`config.mk`:
```
export PLATFORM = sky130hd
export DESIGN_NAME = io_bridge
export DESIGN_NICKNAME = d
export VERILOG_FILES = /design/src/rtl/io_bridge.sv
export SDC_FILE = /design/constraint.sdc
export NUM_CORES = 1
export LEC_CHECK = 0
export CAP_MARGIN = 20
export CORE_MARGIN = 2
export CORE_UTILIZATION = 40
export DETAILED_ROUTE_END_ITERATION = 8
export PLACE_DENSITY = 0.69
export SKIP_CTS_REPAIR_TIMING = 1
export SYNTH_ARGS = -nofsm -noshare
export SYNTH_HDL_FRONTEND = slang
export SYNTH_SLANG_ARGS = --single-unit
```
`constraint.sdc`:
```
create_clock -name CLK -period 5.38 [get_ports CLK]
set_clock_uncertainty 0.15 [all_clocks]
set_input_delay 0.538 -clock CLK [delete_from_list [all_inputs] [get_ports CLK]]
set_output_delay 0.538 -clock CLK [all_outputs]
set_load 0.02 [all_outputs]
```
`src/rtl/io_bridge.sv`:
```
// io_bridge: external-side partner of the processor's 16-bit I/O ports.
// Output path: every change on ioOutput is captured into a small FIFO and
// offered downstream. Input path: accepted words are held on ioInput and
// further input is refused for HOLD_CYCLES cycles so the CPU has time to
// see each one.
//
// Handshake: a transfer happens on a rising edge where valid and ready are
// both high. Valid never depends on ready in the same cycle. out_valid and
// in_ready are decoded from or held in registers only.
module io_bridge #(
  parameter int DEPTH       = 4,
  parameter int HOLD_CYCLES = 8
) (
  input  logic                     CLK,
  input  logic                     reset,
  input  logic [15:0]              ioOutput,
  output logic [15:0]              ioInput,
  output logic [15:0]              out_data,
  output logic                     out_valid,
  input  logic                     out_ready,
  input  logic [15:0]              in_data,
  input  logic                     in_valid,
  output logic                     in_ready,
  output logic                     overflow,
  output logic [$clog2(DEPTH):0]   fifo_count
);

  localparam int PTR_W  = $clog2(DEPTH);
  localparam int CNT_W  = PTR_W + 1;
  localparam int HOLD_W = (HOLD_CYCLES < 2) ? 1 : $clog2(HOLD_CYCLES + 1);

  // ---------------------------------------------------------------------
  // Output path: change detect + circular FIFO
  // ---------------------------------------------------------------------
  logic [15:0]      prevQ;
  logic [15:0]      mem [DEPTH];
  logic [PTR_W-1:0] rdPtr;
  logic [PTR_W-1:0] wrPtr;
  logic             pushReq;
  logic             popFire;
  logic             fifoFull;
  logic             pushOk;

  // Push/pop decode. When full, a same-edge pop frees the slot being written,
  // so the write lands on the head entry while that entry is being consumed.
  always_comb begin
    pushReq   = (ioOutput != prevQ);
    out_valid = (fifo_count != '0);
    popFire   = out_valid && out_ready;
    fifoFull  = (fifo_count == CNT_W'(DEPTH));
    pushOk    = pushReq && (!fifoFull || popFire);
    out_data  = out_valid ? mem[rdPtr] : 16'h0000;
  end

  // Storage array; not reset, entries are only visible through out_valid.
  always_ff @(posedge CLK) begin
    if (!reset && pushOk) begin
      mem[wrPtr] <= ioOutput;
    end
  end

  // Previous-value register, pointers, occupancy and the sticky overflow flag.
  always_ff @(posedge CLK) begin
    if (reset) begin
      prevQ      <= 16'h0000;
      rdPtr      <= '0;
      wrPtr      <= '0;
      fifo_count <= '0;
      overflow   <= 1'b0;
    end else begin
      prevQ <= ioOutput;
      if (pushOk) begin
        wrPtr <= wrPtr + 1'b1;
      end
      if (popFire) begin
        rdPtr <= rdPtr + 1'b1;
      end
      unique case ({pushOk, popFire})
        2'b10:   fifo_count <= fifo_count + 1'b1;
        2'b01:   fifo_count <= fifo_count - 1'b1;
        default: fifo_count <= fifo_count;
      endcase
      if (pushReq && !pushOk) begin
        overflow <= 1'b1;
      end
    end
  end

  // ---------------------------------------------------------------------
  // Input path: READY/HOLD FSM
  // ---------------------------------------------------------------------
  typedef enum logic [0:0] {
    ST_READY = 1'b0,
    ST_HOLD  = 1'b1
  } inState_t;

  inState_t          inState;
  logic [HOLD_W-1:0] holdCnt;

  // Accept a word when ready, then refuse input for HOLD_CYCLES cycles.
  // in_ready is a register kept in step with the state.
  always_ff @(posedge CLK) begin
    if (reset) begin
      inState  <= ST_READY;
      holdCnt  <= '0;
      ioInput  <= 16'h0000;
      in_ready <= 1'b1;
    end else begin
      unique case (inState)
        ST_READY: begin
          if (in_valid) begin
            ioInput <= in_data;
            if (HOLD_CYCLES > 0) begin
              holdCnt  <= HOLD_W'(HOLD_CYCLES);
              inState  <= ST_HOLD;
              in_ready <= 1'b0;
            end
          end
        end
        ST_HOLD: begin
          holdCnt <= holdCnt - 1'b1;
          if (holdCnt == HOLD_W'(1)) begin
            inState  <= ST_READY;
            in_ready <= 1'b1;
          end
        end
        default: begin
          inState  <= ST_READY;
          in_ready <= 1'b1;
        end
      endcase
    end
  end

endmodule

```
## Word-level counts from Yosys, hierarchy flattened

Memory sizes are Yosys's and may differ from the RTL's. A register that Yosys moved wholly into a read port is not among the register bits.
Index checks and enable logic that the tools add are counted.
Widths: inputs -> output; s select.

| cells by class | value |
|---|---|
| add/subtract/negate cells | 5 |
| multiply operators | 0 |
| divide/modulo/power cells | 0 |
| $lt $le $gt $ge | 0 |
| eq/ne operators | 7 |
| shift operators | 0 |
| mux-type cells | 14 |
| bitwise gates (word level) | 1 |
| reductions and logical operators | 12 |

Operators by type and width:

| cell | number |
|---|---|
| $mux 16 | 1 |
| $ne 16x16->1 | 1 |
| $pmux 4 s2 | 1 |
| $mux 1 | 6 |
| $pmux 3 s2 | 1 |
| $add 2x1->2 const B | 2 |
| $eq 4x1->1 const B | 1 |
| $logic_and 1x1->1 | 4 |
| $mux 2 | 2 |
| $mux 4 | 1 |
| $pmux 1 s2 | 2 |
| $reduce_and 2->1 | 2 |
| $sub 4x1->4 const B | 1 |
| $add 3x1->3 const B | 1 |
| $eq 3x3->1 const B | 1 |
| $logic_not 1->1 | 3 |
| $reduce_bool 3->1 | 1 |
| $sub 3x1->3 const B | 1 |
| $eq 2x1->1 const B | 1 |
| $eq 2x2->1 const B | 1 |
| $ne 2x1->1 const B | 1 |
| $ne 2x2->1 const B | 1 |
| $reduce_bool 2->1 | 1 |
| $logic_or 1x1->1 | 1 |
| $not 1->1 | 1 |

| word-level totals | value |
|---|---|
| bits in registers | 46 |
| latch bits | 0 |
| memory bits (writable) | 64 |
| ROM bits | 0 |
| input bits | 36 |
| output and inout bits | 38 |
| memories kept | 1 |

Memories:

| name | words | bits a word | rd ports | clocked after memory_dff | wr ports | line | RTL |
|---|---|---|---|---|---|---|---|
| mem | 4 | 16 | 1 | 1 | 1 | 36 | `logic [15:0] mem [DEPTH];` |

## Logic depth before layout (Yosys ltp)

| depth | value |
|---|---|
| word-level depth | 7 |
| depth in mapped cells | 8 |

## Worst setup path after synthesis

Ideal clock, no wire load.

| timing path | value |
|---|---|
| path kind | input port to flip-flop |
| start point | input ioOutput[12] |
| end point | register fifo_count[1] |
| setup time | 0.133 ns |
| data arrival time | 2.051 ns |
| required time | 5.097 ns |
| setup slack | 3.047 ns |
| cell stages on the path | 8 |
| buffers on the path | 0 |
| cells stage by stage | xor2_1 > nor4_1 > nand4_1 > nor2_1 > fa_1 > nand3_1 > mux2_2 > a31oi_1 |

| on the way | value |
|---|---|
| cells in the longest elaborated chain, start to end | 4 |

RTL lines:

| element | line | RTL |
|---|---|---|
| start, declared | 16 | `input logic [15:0] ioOutput,` |
| $ne 16x16->1 * | 47 | `pushReq = (ioOutput != prevQ);` |
| $logic_and 1x1->1 * | 51 | `pushOk = pushReq && (!fifoFull \|\| popFire);` |
| $eq 2x1->1 / $eq 2x2->1 (equally long branches) | 78 | `unique case ({pushOk, popFire})` |
| $pmux 3 s2 / $reduce_bool 2->1 (equally long branches) | -- |  |
| end signal, assigned | 79 | `2'b10: fifo_count <= fifo_count + 1'b1;` |
| end signal, assigned | 80 | `2'b01: fifo_count <= fifo_count - 1'b1;` |
| end signal, assigned | 81 | `default: fifo_count <= fifo_count;` |
| end, declared | 25 | `output logic [$clog2(DEPTH):0] fifo_count` |

Every way passes the cells marked *; elsewhere a longest branch is shown, timed or not.
A chain may end at the register's enable or synchronous reset.

## Worst setup path after layout

| timing path | value |
|---|---|
| start point | register fifo_count[1] |
| end point | output out_data[7] |

| on the way | value |
|---|---|
| cells in the longest elaborated chain, start to end | 2 |

RTL lines:

| element | line | RTL |
|---|---|---|
| $reduce_bool 3->1 | 48 | `out_valid = (fifo_count != '0);` |
| $mux 16 | 52 | `out_data = out_valid ? mem[rdPtr] : 16'h0000;` |
| end, declared | 18 | `output logic [15:0] out_data,` |

Every way passes these cells.

==> summary.md <==
| Metric | Value |
|---|---|
| Layout cells sized above 1 | `9.98%` |
| Worst slew margin | `36.1%` |
| Core area | `10800 sq um` |
| Wire length of the first global-routing pass | `13.4 mm` |
| Ant diodes | `0` |
| Min Hold Slack | `312 ps` |
| Seq/Total Area, Yosys | `64.7%` |
| Worst setup SP type | `flip-flop` |
| Initial antenna violation count | `0` |
| Grt total ovfl | `0` |
| Crit Path Category | `flip-flop to output port` |
| Max Cap Violations | `0` |
| Bufs on Longest Clock Path | `2` |
| Count of different cell masters after synthesis | `38` |
| Commonest cells after routing, fill and taps aside | `clkdlybuf4s50_1, edfxtp_1, dfxtp_1` |
| Wirelength per Cell | `15.3 microns` |
| Final setup fails | `0` |
| Post-synth EDFFs | `64` |
| Worst setup margin | `2300 ps` |
| Final worst path period need | `3080 ps` |
| DP HPWL | `5.43 mm` |
| Final TNS setup | `0 ps` |
| Die height | `110 microns` |
| Status | `finished clean` |
| Worst Hold Class | `flip-flop to flip-flop` |
| RD Place Congestion | `0.747` |
| Synthesized area | `4460 sq um` |
| Overall Global Routing Usage | `14.9%` |
| Tcrit/Tclk final | `57.3%` |
| Root Buffer | `clkbuf_8` |
| Max FO, Critical Path | `19` |
| Mapped Cells | `329` |
| Die Span X | `110 microns` |
| Reported leakage power | `1.89 nW` |
| Vias per Instance | `4.94` |
| Pre-CTS WS | `1900 ps` |
| CTS Buf Count | `9` |
| DR pass1 iterations | `4` |
| Largest net degree at the start of global routing | `54` |
| Mean post-synth cell area | `13.5 sq um` |
| Top_reg_cell synth | `edfxtp_1` |
| Clock Latency Late Sink | `370 ps` |
| Antenna-violating nets left | `0` |
| Total power | `2.16 mW` |
| Total number of vias | `2675` |
| Actual slew at the worst max-slew pin | `958 ps` |
| I/O Pins | `74` |
| Fmax | `0.324 GHz` |
| Most common cell after layout, fill and taps aside | `clkdlybuf4s50_1` |
| Die area | `12000 sq um` |
| DRC violations left | `0` |
| Slowest CP cell | `or3_1` |
| Port Buffers | `73` |
| Vias in the first global route | `2651` |
| Clock transition at path regs | `110 ps` |
| Worst vdd ir | `0.168 mV` |
| RSZ-0062 raised after global routing | `no` |
| WP data required | `4690 ps` |
| Pwr Density | `395 nW/um^2` |
| CP cell instances | `or3_1 -> and2_1 -> clkdlybuf4s50_1` |
| Clock Sinks | `112` |
| Syn_nets | `372` |
| Wirelength, routed | `8.30 mm` |
| Initial Util | `41.1%` |
| CP Capture Type | `output port` |
| Fin nets | `439` |
| Rows | `38` |
| Post-synthesis async set-or-reset flop share | `0%` |
| Synth warn | `0` |
| P&R area growth vs syn | `22.6%` |
| CTS tree | `built` |
| Count of state elements after synthesis | `112` |
| CP Data Arrival Time | `2390 ps` |
| Initial DRC count | `112` |
| H-tree levels | `3` |
| Endpoints failing hold | `0` |
| Final Max Slew Viols | `0` |
| Max incr delay on CP | `610 ps` |
-- through the flow --
stage / instance area [sq um] / std cells / util, %
after detailed placement: 5270 / 524 / 48.6
final: 5470 / 541 / 50.4
after global placement: 5270 / 524 / 48.6
after global routing: 5470 / 541 / 50.4
after CTS: 5460 / 540 / 50.3
after floorplan: 4460 / 329 / -
-- cells in the mapped netlist (all sizes together) (2+ instances only) --
| master | count | area share [%] |
|---|---|---|
| a21oi | 21 | 2.4 |
| and2 | 21 | 2.9 |
| buf | 7 | 1.2 |
| clkbuf | 12 | 1.0 |
| dfxtp | 48 | 22 |
| edfxtp | 64 | 43 |
| ha | 6 | 1.7 |
| inv | 5 | 0.42 |
| mux2 | 3 | 0.76 |
| mux2i | 2 | 0.45 |
| mux4 | 16 | 8.1 |
| nand2 | 37 | 3.2 |
| nand2b | 2 | 0.28 |
| nand3 | 6 | 0.67 |
| nor2 | 13 | 1.1 |
| nor2b | 19 | 2.7 |
| nor3 | 6 | 0.67 |
| nor4 | 5 | 0.98 |
| nor4b | 2 | 0.39 |
| o21ai | 3 | 0.34 |
| xor2 | 18 | 3.5 |
-- worst max-delay path, delay by kind of cell (launching register included) --
kind | cells | cell delay [ps]
buffers and inverters | 1 | 610
flip-flops | 1 | 540
AND/OR/NAND/NOR | 2 | 870
-- sequential cells by signal, summed over array words and instances, names as in the netlist, named ones only --
name,count
inState,1
prevQ,16
ioInput,16
wrPtr,2
fifo_count,3
rdPtr,2
in_ready,1
overflow,1
mem,64
holdCnt,4
-- power by group --
part	internal, mW	switching [mW]
logic	0.328	0.320
clock network	0.182	0.300
registers	0.979	0.0506
total	1.49	0.671
-- layout make-up --
class	instances	area, sq um
Fill cell	962	5380
Tap cell	140	175
Timing Repair Buffer	75	741
Inverter	5	18.8
Clock inverter	7	67.6
Sequential cell	112	2880
Multi-Input combinational cell	193	1460
Clock buffer	9	124
-- cells by family after synthesis --
family | share of synthesized area [%]
flip-flops | 64.7
AO/OA/AOI/OAI | 3.62
XOR/XNOR | 3.73
multiplexers | 9.29
AND/OR/NAND/NOR | 13.9
buffers and inverters | 2.64
adder cells (fa/ha/maj) | 2.13
-- per-layer routing --
layer  up-vias  routed length (microns)  track usage, %
li1       1296                        -               -
met1      1300                     3660            18.8
met2        74                     4080            24.2
met3         5                      498            6.05
met4         0                       61            3.35
met5         -                        0               0
-- path summary, 6_finish.rpt --
path	from	end	slack [ps]	cells past startpoint
setup / recovery	fifo_count[1]	out_data[7]	2300	3
hold / removal	ioInput[12]	ioInput[12]	310	2
setup reg to reg	fifo_count[0]	fifo_count[2]	2670	7
hold reg to reg	ioInput[12]	ioInput[12]	310	2
No activity file was read; power rests on OpenSTA's default activity.
